## src/rtl/fp_accum_ctrl.sv

```systemverilog
`default_nettype none
// +--------------------------------------------------------------------------+
// | Module   : fp_accum_ctrl (with fp_arith)                                  |
// | Purpose  : Framed FP32 accumulate controller driving an FP add/sub unit  |
// | Revision : 1.0 - initial release                                         |
// +--------------------------------------------------------------------------+

module fp_arith (
    input  logic [31:0] i_data_1,
    input  logic [31:0] i_data_2,
    input  logic        i_op_sel,
    input  logic        i_en,
    output logic [31:0] o_data
);
    logic              w_sgn_l, w_sgn_s;
    logic [7:0]        w_exp_l, w_exp_s, w_diff;
    logic [22:0]       w_frc_l, w_frc_s;
    logic [23:0]       w_man_l, w_man_s;
    logic [26:0]       w_ext_s, w_mask, w_align, w_norm;
    logic [27:0]       w_sum;
    logic [4:0]        w_msb;
    logic signed [9:0] w_exp_n, w_exp_f;
    logic              w_rnd;
    logic [24:0]       w_man_r;
    logic [22:0]       w_frac;
    logic [31:0]       w_res;

    // Zero/denormal inputs flush to zero; Inf/NaN are not produced upstream.
    always_comb begin
        if (i_data_1[30:0] >= i_data_2[30:0]) begin
            w_sgn_l = i_data_1[31];
            w_exp_l = i_data_1[30:23];
            w_frc_l = i_data_1[22:0];
            w_sgn_s = i_data_2[31] ^ i_op_sel;
            w_exp_s = i_data_2[30:23];
            w_frc_s = i_data_2[22:0];
        end else begin
            w_sgn_l = i_data_2[31] ^ i_op_sel;
            w_exp_l = i_data_2[30:23];
            w_frc_l = i_data_2[22:0];
            w_sgn_s = i_data_1[31];
            w_exp_s = i_data_1[30:23];
            w_frc_s = i_data_1[22:0];
        end
        w_man_l = (w_exp_l == 8'd0) ? 24'd0 : {1'b1, w_frc_l};
        w_man_s = (w_exp_s == 8'd0) ? 24'd0 : {1'b1, w_frc_s};
        w_diff  = w_exp_l - w_exp_s;

        // Align the smaller operand with guard/round/sticky bits.
        w_ext_s = {w_man_s, 3'b000};
        w_mask  = ~(27'h7FF_FFFF << w_diff);
        w_align = (w_ext_s >> w_diff) | {26'd0, |(w_ext_s & w_mask)};
        if (w_sgn_l == w_sgn_s)
            w_sum = {1'b0, w_man_l, 3'b000} + {1'b0, w_align};
        else
            w_sum = {1'b0, w_man_l, 3'b000} - {1'b0, w_align};

        w_msb = 5'd0;
        for (int i = 0; i < 28; i++) begin
            if (w_sum[i])
                w_msb = 5'(i);
        end
        w_exp_n = $signed({2'b00, w_exp_l}) + $signed({5'b00000, w_msb}) - 10'sd26;

        if (w_msb == 5'd27)
            w_norm = {w_sum[27:2], |w_sum[1:0]};
        else
            w_norm = w_sum[26:0] << (5'd26 - w_msb);

        // Round to nearest, ties to even.
        w_rnd   = w_norm[2] & (w_norm[1] | w_norm[0] | w_norm[3]);
        w_man_r = {1'b0, w_norm[26:3]} + {24'd0, w_rnd};
        w_exp_f = w_exp_n + $signed({9'd0, w_man_r[24]});
        w_frac  = w_man_r[24] ? w_man_r[23:1] : w_man_r[22:0];

        if (w_sum == 28'd0)
            w_res = 32'd0;
        else if (w_exp_f >= 10'sd255)
            w_res = {w_sgn_l, 8'hFF, 23'd0};
        else if (w_exp_f <= 10'sd0)
            w_res = {w_sgn_l, 31'd0};
        else
            w_res = {w_sgn_l, w_exp_f[7:0], w_frac};

        o_data = i_en ? w_res : i_data_1;
    end
endmodule

module fp_accum_ctrl #(
    parameter int                 DATA_WIDTH = 32,
    parameter int                 CNT_WIDTH  = 16,
    parameter logic [DATA_WIDTH-1:0] ACCUM_INIT = 32'h0000_0000
) (
    input  logic                  clk,
    input  logic                  rst,
    input  logic [DATA_WIDTH-1:0] data_i,
    input  logic                  op_sel_i,
    input  logic                  last_i,
    input  logic                  valid_i,
    output logic                  ready_o,
    output logic [DATA_WIDTH-1:0] result_o,
    output logic [CNT_WIDTH-1:0]  count_o,
    output logic                  result_valid_o,
    input  logic                  result_ready_i,
    output logic                  busy_o
);
    localparam logic [1:0] S_IDLE  = 2'd0;
    localparam logic [1:0] S_ACCUM = 2'd1;
    localparam logic [1:0] S_FLUSH = 2'd2;
    localparam logic [1:0] S_DONE  = 2'd3;

    logic [1:0]            r_state, w_state_nxt;
    logic [DATA_WIDTH-1:0] r_acc;
    logic [DATA_WIDTH-1:0] r_op_data;
    logic                  r_op_sel;
    logic                  r_op_first;
    logic                  r_op_vld;
    logic [CNT_WIDTH-1:0]  r_count;
    logic                  w_accept;
    logic [DATA_WIDTH-1:0] w_fp_out;

    assign w_accept = valid_i & ready_o;

    fp_arith u_fp_arith (
        .i_data_1 (r_acc),
        .i_data_2 (r_op_data),
        .i_op_sel (r_op_sel),
        .i_en     (r_op_vld & ~r_op_first),
        .o_data   (w_fp_out)
    );

    always_ff @(posedge clk or posedge rst) begin
        if (rst)
            r_state <= S_IDLE;
        else
            r_state <= w_state_nxt;
    end

    always_comb begin
        w_state_nxt = r_state;
        case (r_state)
            S_IDLE:  if (w_accept) w_state_nxt = last_i ? S_FLUSH : S_ACCUM;
            S_ACCUM: if (w_accept && last_i) w_state_nxt = S_FLUSH;
            S_FLUSH: w_state_nxt = S_DONE;
            S_DONE:  if (result_ready_i) w_state_nxt = S_IDLE;
            default: w_state_nxt = S_IDLE;
        endcase
    end

    always_comb begin
        ready_o        = (r_state == S_IDLE) || (r_state == S_ACCUM);
        busy_o         = (r_state != S_IDLE);
        result_valid_o = (r_state == S_DONE);
        result_o       = r_acc;
        count_o        = r_count;
    end

    always_ff @(posedge clk or posedge rst) begin
        if (rst) begin
            r_acc      <= ACCUM_INIT;
            r_op_data  <= '0;
            r_op_sel   <= 1'b0;
            r_op_first <= 1'b0;
            r_op_vld   <= 1'b0;
            r_count    <= '0;
        end else begin
            r_op_vld <= w_accept;
            if (w_accept) begin
                r_op_data  <= data_i;
                r_op_sel   <= op_sel_i;
                r_op_first <= (r_state == S_IDLE);
                if (r_state == S_IDLE)
                    r_count <= {{(CNT_WIDTH-1){1'b0}}, 1'b1};
                else if (!(&r_count))
                    r_count <= r_count + 1'b1;
            end
            // The first operand is loaded directly so the adder never sees ACCUM_INIT.
            if (r_state == S_DONE && result_ready_i) begin
                r_acc   <= ACCUM_INIT;
                r_count <= '0;
            end else if (r_op_vld) begin
                r_acc <= r_op_first ? r_op_data : w_fp_out;
            end
        end
    end
endmodule
`default_nettype wire

```

## config.mk

```make
export PLATFORM = sky130hd
export DESIGN_NAME = fp_accum_ctrl
export DESIGN_NICKNAME = d
export VERILOG_FILES = /design/src/rtl/fp_accum_ctrl.sv
export SDC_FILE = /design/constraint.sdc
export NUM_CORES = 1
export LEC_CHECK = 0
export ABC_CLOCK_PERIOD_IN_PS = 22700
export CORE_AREA = 2 2 203 205
export DETAILED_ROUTE_END_ITERATION = 10
export DIE_AREA = 0 0 205 207
export DONT_BUFFER_PORTS = 1
export GPL_TIMING_DRIVEN = 0
export RECOVER_POWER = 100
export SYNTH_ARGS = -nofsm -noshare
export SYNTH_HDL_FRONTEND = slang
export SYNTH_HIERARCHICAL = 1
export SYNTH_SLANG_ARGS = --single-unit
export TNS_END_PERCENT = 50
```

## constraint.sdc

```tcl
create_clock -name clk -period 22.7 [get_ports clk]
set_clock_uncertainty 0.05 [all_clocks]
set_input_delay 6.81 -clock clk [delete_from_list [all_inputs] [get_ports clk]]
set_output_delay 6.81 -clock clk [all_outputs]
set_load 0.02 [all_outputs]
```

# After elaboration in Yosys (flattened, before gate mapping)
# Cells that the tools add are included.
# W data, S select, Z words.
[op_classes]
n_addsub = 9
magnitude_cmp = 3
n_eq_ne = 9
shifts = 3
muxes = 54
bitwise = 10
n_reduce_logical = 17
[ops]
columns = ["op", "n"]
rows = [
  ["$mux W32", 5],
  ["$mux W23", 3],
  ["$mux W16", 4],
  ["$mux W31", 2],
  ["$mux W5", 12],
  ["$mux W24", 2],
  ["$mux W4", 8],
  ["$ge A31 B31 Y1", 1],
  ["$add A27 B27 Y28", 1],
  ["$logic_not A28 Y1", 1],
  ["$mux W28", 1],
  ["$sub A27 B27 Y28", 1],
  ["$and A27 B27 Y27", 1],
  ["$mux W27", 1],
  ["$not A27 Y27", 1],
  ["$or A27 B1 Y27", 1],
  ["$reduce_or A27 Y1", 1],
  ["$shl A27 B5 Y27", 1],
  ["$shl A27 B8 Y27 const A", 1],
  ["$shr A27 B8 Y27", 1],
  ["$add A24 B1 Y25", 1],
  ["$add A16 B1 Y16 const B", 1],
  ["$logic_not A8 Y1", 2],
  ["$mux W8", 2],
  ["other kinds (31)", 50],
]
[totals]
regBits = 85
output_inout_bits = 51
elab_cells = 112

# Longest topological paths before layout
# Gate-level depths: netlist of run 1.
[logic_depth]
depth_word = 53
mapped_depth = 88

# Modules after synthesis
# The synthesis of run 1 kept the hierarchy.
[by_module_without_submodules]
columns = ["mod", "instances", "cells_each", "area_each_um2"]
rows = [
  ["fp_arith", 1, 1914, 12348.1],
  ["fp_accum_ctrl", 1, 348, 4033.9],
]

# Worst setup path before layout of run 1
# Ideal clock, no wire load.
[synth_timing]
kind = "reg2reg"
startpoint = "register r_acc[29] (netlist: result_o[29])"
endpoint = "register r_acc[9] (netlist: result_o[9])"
setup_ns = 0.094
arrival_ns = 15.649
t_required_ns = 22.556
slack_ns = 6.907
stages_incl_launch_ff = 84
path_buffers = 12
synth_period_minus_slack_ns = 15.793
cell_sequence = "dfrtp_1 ha_1 and3_4 a31o_1 a31o_1 or4_4 buf_2 nor2_2 buf_4 buf_2 buf_1 clkbuf_1 buf_1 nor2_1 nor2_1 ha_1 o21ai_0 a21boi_0 [... 48 more ...] a21oi_1 o21bai_1 a21oi_1 inv_1 a21oi_1 nor2_1 nor2_1 xnor2_1 nor2_1 a21oi_1 nand2_1 nor2_1 inv_1 a21o_4 buf_4 o22ai_1 mux2i_1 a211oi_1"
[synth_between]
elab_chain_cells = 53
word_cells_on_any_way = 72
cone_classes = "add/sub: 8; order compare: 3; eq/ne: 2; shift: 3; mux: 45; bitwise: 6; reduce/logical: 5"
[synth_lines]
columns = ["item", "line_no", "text"]
rows = [
  ["start, declared", "113", "logic [DATA_WIDTH-1:0] r_acc;"],
  ["start signal, assigned", "182", "r_acc <= r_op_first ? r_op_data : w_fp_out;"],
  ["$ge A31 B31 Y1", "30", "if (i_data_1[30:0] >= i_data_2[30:0]) begin"],
  ["$mux W8", "30", ""],
  ["$sub A8 B8 Y8", "47", "w_diff = w_exp_l - w_exp_s;"],
  ["$shl A27 B8 Y27", "51", "w_mask = ~(27'h7FF_FFFF << w_diff);"],
  ["$not A27 Y27", "51", ""],
  ["$and A27 B27 Y27", "52", "w_align = (w_ext_s >> w_diff) | {26'd0, |(w_ext_s & w_mask)};"],
  ["$reduce_or A27 Y1", "52", ""],
  ["$or A27 B1 Y27", "52", ""],
  ["[... 38 more ...]", "-", ""],
  ["$mux W31", "80", "else if (w_exp_f <= 10'sd0)"],
  ["$mux W31", "78", "else if (w_exp_f >= 10'sd255)"],
  ["$mux W32 *", "76", "if (w_sum == 28'd0)"],
  ["$mux W32 *", "85", "o_data = i_en ? w_res : i_data_1;"],
  ["net w_fp_out[9]", "120", "logic [DATA_WIDTH-1:0] w_fp_out;"],
  ["$mux W32 *", "182", ""],
  ["$mux W32 *", "181", "end else if (r_op_vld) begin"],
  ["$mux W32 *", "178", "if (r_state == S_DONE && result_ready_i) begin"],
]
# The timed path passes the listed nets; every way through them passes the cells marked *. The select of a mux whose other input is x is not followed.
# A chain may end at the register's enable or synchronous reset.

# Final worst setup path of run 1
[layout_timing]
startpoint = "register r_op_data[13]"
endpoint = "register r_acc[21] (netlist: result_o[21])"
[layout_between]
elab_chain_cells = 53
word_cells_on_any_way = 72
cone_classes = "add/sub: 8; order compare: 3; eq/ne: 2; shift: 3; mux: 45; bitwise: 6; reduce/logical: 5"
[layout_lines]
columns = ["item", "line_no", "text"]
rows = [
  ["start, declared", "114", "logic [DATA_WIDTH-1:0] r_op_data;"],
  ["start signal, assigned", "169", "r_op_data <= data_i;"],
  ["$ge A31 B31 Y1", "30", ""],
  ["$mux W8", "30", ""],
  ["$sub A8 B8 Y8", "47", ""],
  ["$shl A27 B8 Y27", "51", ""],
  ["$not A27 Y27", "51", ""],
  ["$and A27 B27 Y27", "52", ""],
  ["$reduce_or A27 Y1", "52", ""],
  ["$or A27 B1 Y27", "52", ""],
  ["[... 38 more ...]", "-", ""],
  ["$mux W31", "80", ""],
  ["$mux W31", "78", ""],
  ["$mux W32 *", "76", ""],
  ["$mux W32 *", "85", ""],
  ["net w_fp_out[21]", "120", ""],
  ["$mux W32 *", "182", ""],
  ["$mux W32 *", "181", ""],
  ["$mux W32 *", "178", ""],
]
# Marks and branches as above.

==> results.toml, run 1 <==
[drt]
num_vias = 19600
dr.pass1.iters = 6
drt_iter0_drc = 2680
drc = 0
wire_per_inst_um = 27.3
wl_mm = 76.8
vias_per_cell = 6.96
ant_nets = 0

[final_layout]
nNetsFinal = 2416
multi_input_area_um2 = 13100
area_growth_pct = 6.13
final_area_um2 = 17400
fin_util = 0.431
final_layout_size_suffix_gt1_frac = 0.0961
seqCellArea_um2 = 2130
fillers = 4297
n_antenna_cell = 0
final_cells = 2811

[synthesis]
syn_area_um2 = 16400
synth_area_leaders = "dfrtp_1 (13%), ha_1 (7.7%), nand2_1 (5.8%)"
synth_most_common_cell = "nand2_1"
synth_edf_count = 0
yosysWarnings = 6
yosysTopAreaCellShare = 0.130
ys.flop_type = "dfrtp_1"
synth.avg_cell_area_um2 = 7.24
yosysUniqueCellTypes = 120
synth_fp_nets = 2404
ys_ff_latch = 85
syn_inst = 2262
ys_seq_area_frac = 0.130
synthTopCellsByCount = "nand2_1 (254), nor2_1 (187), a21oi_1 (168)"
postSynth.asyncResetShare = 1.00
synth_top_area_cell = "dfrtp_1"

[run_status]
violations = "capacitance limit, slew limit"
status = "finished, violations left"

[worst_setup_path]
critPathMaxStageDelay_ps = 700
cp-start-kind = "flop"
cp_slowest_cell = "nor3_1"
cp-end-kind = "flop"
cpMostUsedCell = "a21oi_1"
worstPathArrival_ps = 21460
critPathMaxFanout = 19
ff2ff_path_depth = 83
r2r_slack_ps = 1440
crit_type = "reg2reg"
cp.required_ps = 22910

[sta]
final_max_slew_viol_count = 70
hold_viol = 0
setup_tns_ps = 0
rsz0062_at_grt = "false"
period_needed_ps = 21260
slew_headroom = -1.57
fmax_ghz = 0.0470
setup_viol = 0
tightest_slew_ps = 3860
fin_crit_sh = 0.936

[floorplanning]
initial_core_util = 0.406
io_pins = 89
die_x_um = 205
fp-row-count = 74
die_y_um = 207
dieArea_um2 = 42400
core_um2 = 40400

[clocking]
clk_pin_slew_ps = 60
cts_root_buf = "clkbuf_16"
cts_buffers = 9
ctsHoldBuffers = 0
clock_latency_ps = 350
cts_tree = "done"
cts_setup_buffers = 0
htree_levels = 3
cts_max_path_buffers = 2
clock_sinks = 85
cts-resized-gates = 0

[global_routing]
antenna_found_initial = 1
globalRouteTotalUtil = 0.351
grt_max_degree = 70
overflow = 0
grt_pass1_wl_mm = 114
first_global_vias = 17800

[place]
numPortBuffers = 0
dp_hpwl_mm = 59.8
dpl_cell_area_um2 = 17100
place_congestion = 1.06
dp.cells = 2796

[worst_hold_path]
worstHoldPathType = "reg2reg"
min_path_cells = 1

[flow_run]
drv_cap = 2
-- worst max-delay path, delay by kind of cell, from the launching register on --
family | cells | cell delay [ps]
xor gates and xnor gates | 1 | 290
buffers and inverters | 22 | 6910
AOI/OAI and AO/OA | 28 | 6300
adders and majority gates | 8 | 2210
DFF | 1 | 450
muxes | 3 | 750
and+or+nand+nor | 21 | 4190
-- sequential cells by signal (all words and copies together) (netlist names) --
| register | cells |
|---|---|
| count_o | 16 |
| r_op_data | 32 |
| r_op_first | 1 |
| r_op_sel | 1 |
| r_op_vld | 1 |
| r_state | 2 |
| result_o | 32 |
-- kinds of logic (layout without fill, tap and decap cells) --
kind of cell,Yosys count,after routing,synth area share
muxes,158,158,0.116
AOI/OAI and AO/OA,743,743,0.316
adders and majority gates,104,104,0.0808
DFF,85,85,0.130
xor gates and xnor gates,46,46,0.0246
buffers and inverters,286,303,0.0699
and+or+nand+nor,840,840,0.264
-- cell type report --
class | count | area share
clock inverters | 7 | 0.00561
plain buffers | 143 | 0.0343
inverters | 142 | 0.0307
repair buffers | 2 | 0.000648
flip-flops and latches | 85 | 0.122
clock buffers | 9 | 0.0130
well taps | 532 | 0.0383
multi-input cells | 1891 | 0.755
-- cells in the final DEF (no fill, tap or decap), drive strengths merged, types with 13 or more instances in the layout --
master  netlist  final
a31oi        33     33
nand2b       26     26
mux2i        87     87
nand2       256    256
buf          49     42
or2          17     17
o21a         14     14
a21oi       172    172
a211oi       70     70
mux2         51     51
o21ai       132    132
or3          26     26
ha          101    101
nor2        192    192
nand3        89     89
o22ai        39     39
and2         22     22
and3         25     25
xnor2        36     36
nor2b        13     13
inv         141    142
mux4         20     20
nor4         38     38
o31ai        26     26
o211ai       40     40
a21o         29     29
nor3         56     56
clkbuf       95    112
o221ai       13     13
a22oi        15     15
dfrtp        85     85
or4          13     13
nand4        43     43
-- per-stage QoR --
| stage | hold slack (ps) | worst slack (ps) |
|---|---|---|
| finish | 490 | 1440 |
| global route | 509 | 193 |
| CTS | 497 | 1510 |
| detailed placement | 482 | 1680 |
| global placement | 467 | 1560 |
| floorplan | 450 | 6910 |
-- final timing paths --
path | from | to
min in group asynchronous | rst | r_op_data[14]
setup reg to reg | r_op_data[13] | result_o[21]
hold / removal | r_op_sel | r_op_sel
hold reg to reg | r_op_sel | r_op_sel
setup / recovery | r_op_data[13] | result_o[21]
max in group asynchronous | rst | result_o[9]
-- metal layers --
layer / GRT usage / vias up / part of all wire / wire length, um
met2: 0.515 / 1365 / 0.42 / 32400
met5: 0 / - / 0.00017 / 13
met3: 0.0733 / 299 / 0.12 / 9250
met1: 0.482 / 9360 / 0.40 / 30500
met4: 0.180 / 2 / 0.061 / 4700
li1: - / 8548 / - / -
Power of run 1 is left out: the tool's default activity adds up to more than one toggle a clock period on the data nets, which glitch-free logic cannot reach.
==> run 2: changes to the inputs <==
--- a/config.mk
+++ b/config.mk
@@ -5,10 +5,11 @@
 export SDC_FILE = /design/constraint.sdc
 export NUM_CORES = 1
 export LEC_CHECK = 0
+export ABC_AREA = 1
 export ABC_CLOCK_PERIOD_IN_PS = 22700
-export CORE_AREA = 2 2 203 205
+export CORE_AREA = 2 2 192 194
 export DETAILED_ROUTE_END_ITERATION = 10
-export DIE_AREA = 0 0 205 207
+export DIE_AREA = 0 0 194 196
 export DONT_BUFFER_PORTS = 1
 export GPL_TIMING_DRIVEN = 0
 export RECOVER_POWER = 100
==> run 2 against run 1 <==
Effect of this change: the run still ends with capacitance limit, slew limit left; routed wire length shrank 21%; fmax up 14%; first-iteration DRC count fell by 31%; worst hold slack worse by 18 ps; non-clock buffer count decreased by 29; global-route usage shrank 4.0 points; die area decreased by 10%; clock-buffer cell count increased by 1; synthesized cell count up 12%; critical path depth is the same.
==> results.toml, run 2 <==
[drt]
wl_mm = 60.5
drc = 0
num_vias = 17400
wire_per_inst_um = 20.0
ant_nets = 0
dr.pass1.iters = 9
vias_per_cell = 5.75
drt_iter0_drc = 1850

[flow_run]
drv_cap = 1

[global_routing]
first_global_vias = 16000
grt_max_degree = 61
globalRouteTotalUtil = 0.311
grt_pass1_wl_mm = 93.2
antenna_found_initial = 2
overflow = 0

[synthesis]
yosysTopAreaCellShare = 0.195
synth.avg_cell_area_um2 = 5.74
synth_xor_area_frac = 0.0209
synth_top_area_cell = "nand2_1"
ys_seq_area_frac = 0.146
synth_top_family_by_area = "simple AND/OR/NAND/NOR gates"
postSynth.asyncResetShare = 1.00
yosysWarnings = 6
syn_area_um2 = 14600
ys.flop_type = "dfrtp_1"
ys_ff_latch = 85
synth_adder_area_share = 0.0908
synth_edf_count = 0
synth-simple-area-share = 0.481
syn_inst = 2538
synth_compound_gate_area_share = 0.145
synth_most_common_cell = "nand2_1"
synth.area.mux_share = 0
synthTopCellsByCount = "nand2_1 (758), nand3_1 (380), nor2_1 (252)"
synth_area_leaders = "nand2_1 (20%), dfrtp_1 (15%), nand3_1 (13%)"
yosysUniqueCellTypes = 61
synth_fp_nets = 2680

[worst_setup_path]
worstPathArrival_ps = 18830
critPathMaxStageDelay_ps = 1120
cp-end-kind = "flop"
cp.required_ps = 22910
crit_type = "reg2reg"
critPathMaxFanout = 10
cp-start-kind = "flop"
cpLargestDelayFamily = "simple AND/OR/NAND/NOR gates"
cp_slowest_cell = "nor4_1"
path_buf_inv = 14
cpMostUsedCell = "nand2_1"

[sta]
rsz0062_at_grt = "false"
tightest_slew_ps = 3370
fin_crit_sh = 0.820
worst_slack_ps = 4080
fmax_ghz = 0.0537
slew_headroom = -1.25
period_needed_ps = 18620
final_max_slew_viol_count = 61
hold_viol = 0
fin_hold_ws_ps = 473
setup_tns_ps = 0
setup_viol = 0

[place]
numPortBuffers = 0
dp.cells = 3007
place_congestion = 1.02
dp_hpwl_mm = 49.3
place_ws_ps = 6430

[floorplanning]
core_um2 = 36100
io_pins = 89
fp-row-count = 70
dieArea_um2 = 38000
die_x_um = 194
die_y_um = 196
initial_core_util = 0.404

[clocking]
cts_root_buf = "clkbuf_16"
clock_sinks = 85
cts_tree = "done"
clock_latency_ps = 350
clk_pin_slew_ps = 70
cts_buffers = 9
cts_setup_buffers = 0
ctsHoldBuffers = 0
cts_max_path_buffers = 2
cts-resized-gates = 0
htree_levels = 3

[run_status]
violations = "capacitance limit, slew limit"
status = "finished, violations left"

[final_layout]
final_cells = 3026
area_growth_pct = 5.23
fillers = 4099
final_common_cell = "nand2_1"
nNetsFinal = 2692
final_layout_size_suffix_gt1_frac = 0.0748
layout_common_cells = "nand2_1 (764), nand3_1 (382), nor2_1 (254), inv_1 (244), a21oi_1 (112)"

[worst_hold_path]
worstHoldPathType = "reg2reg"
run 2: path summary, 6_finish.rpt:
kind | from | slack, ps | cells after the start | endpoint
max in group asynchronous | rst | 12410 | 2 | result_o[13]
worst max-delay path | result_o[27] | 4080 | 83 | result_o[21]
min in group asynchronous | rst | 6510 | 1 | count_o[0]
worst min register to register | r_op_sel | 470 | 2 | r_op_sel
worst max register to register | result_o[27] | 4080 | 83 | result_o[21]
worst min-delay path | r_op_sel | 470 | 2 | r_op_sel
run 2: area by class of cell:
class	instances	area [um^2]	share of cell area
multi-input combinational	2064	10700	0.696
sequential	85	2130	0.139
inverter	274	1030	0.0674
buffer	115	632	0.0412
tap	468	586	0.0382
clock buffer	10	229	0.0149
clock inverter	6	46.3	0.00302
antenna	3	7.51	0.000489
timing repair buffer	1	3.75	0.000245
run 2: per-layer routing:
layer	global-route usage	vias up	wire, um
met5	0	-	0
met2	0.503	733	26900
met4	0.102	0	2230
met3	0.0423	106	4770
met1	0.426	8171	26600
li1	-	8398	-
run 2: cell families (layout without fill, tap and decap cells):
logic type | count (synthesis) | after routing
AOI/OAI and AO/OA | 351 | 351
buffers and inverters | 389 | 406
other | 0 | 3
and+or+nand+nor | 1576 | 1576
xor gates and xnor gates | 33 | 33
adders and majority gates | 104 | 104
DFF | 85 | 85
run 2: metrics by stage:
step | instance area, um^2 | utilization
after floorplan | 14600 | -
after global placement | 15200 | 0.420
after detailed placement | 15200 | 0.421
after CTS | 15500 | 0.429
after global routing | 15300 | 0.425
final | 15300 | 0.425
run 2: worst reg2reg max path, delay by kind of cell (launching register included):
family | cells | cell delay (ps)
AOI/OAI and AO/OA | 15 | 2790
DFF | 1 | 530
and+or+nand+nor | 45 | 8180
adders and majority gates | 8 | 2630
xor gates and xnor gates | 1 | 250
buffers and inverters | 14 | 4100
Power of run 2 is left out for the same reason.
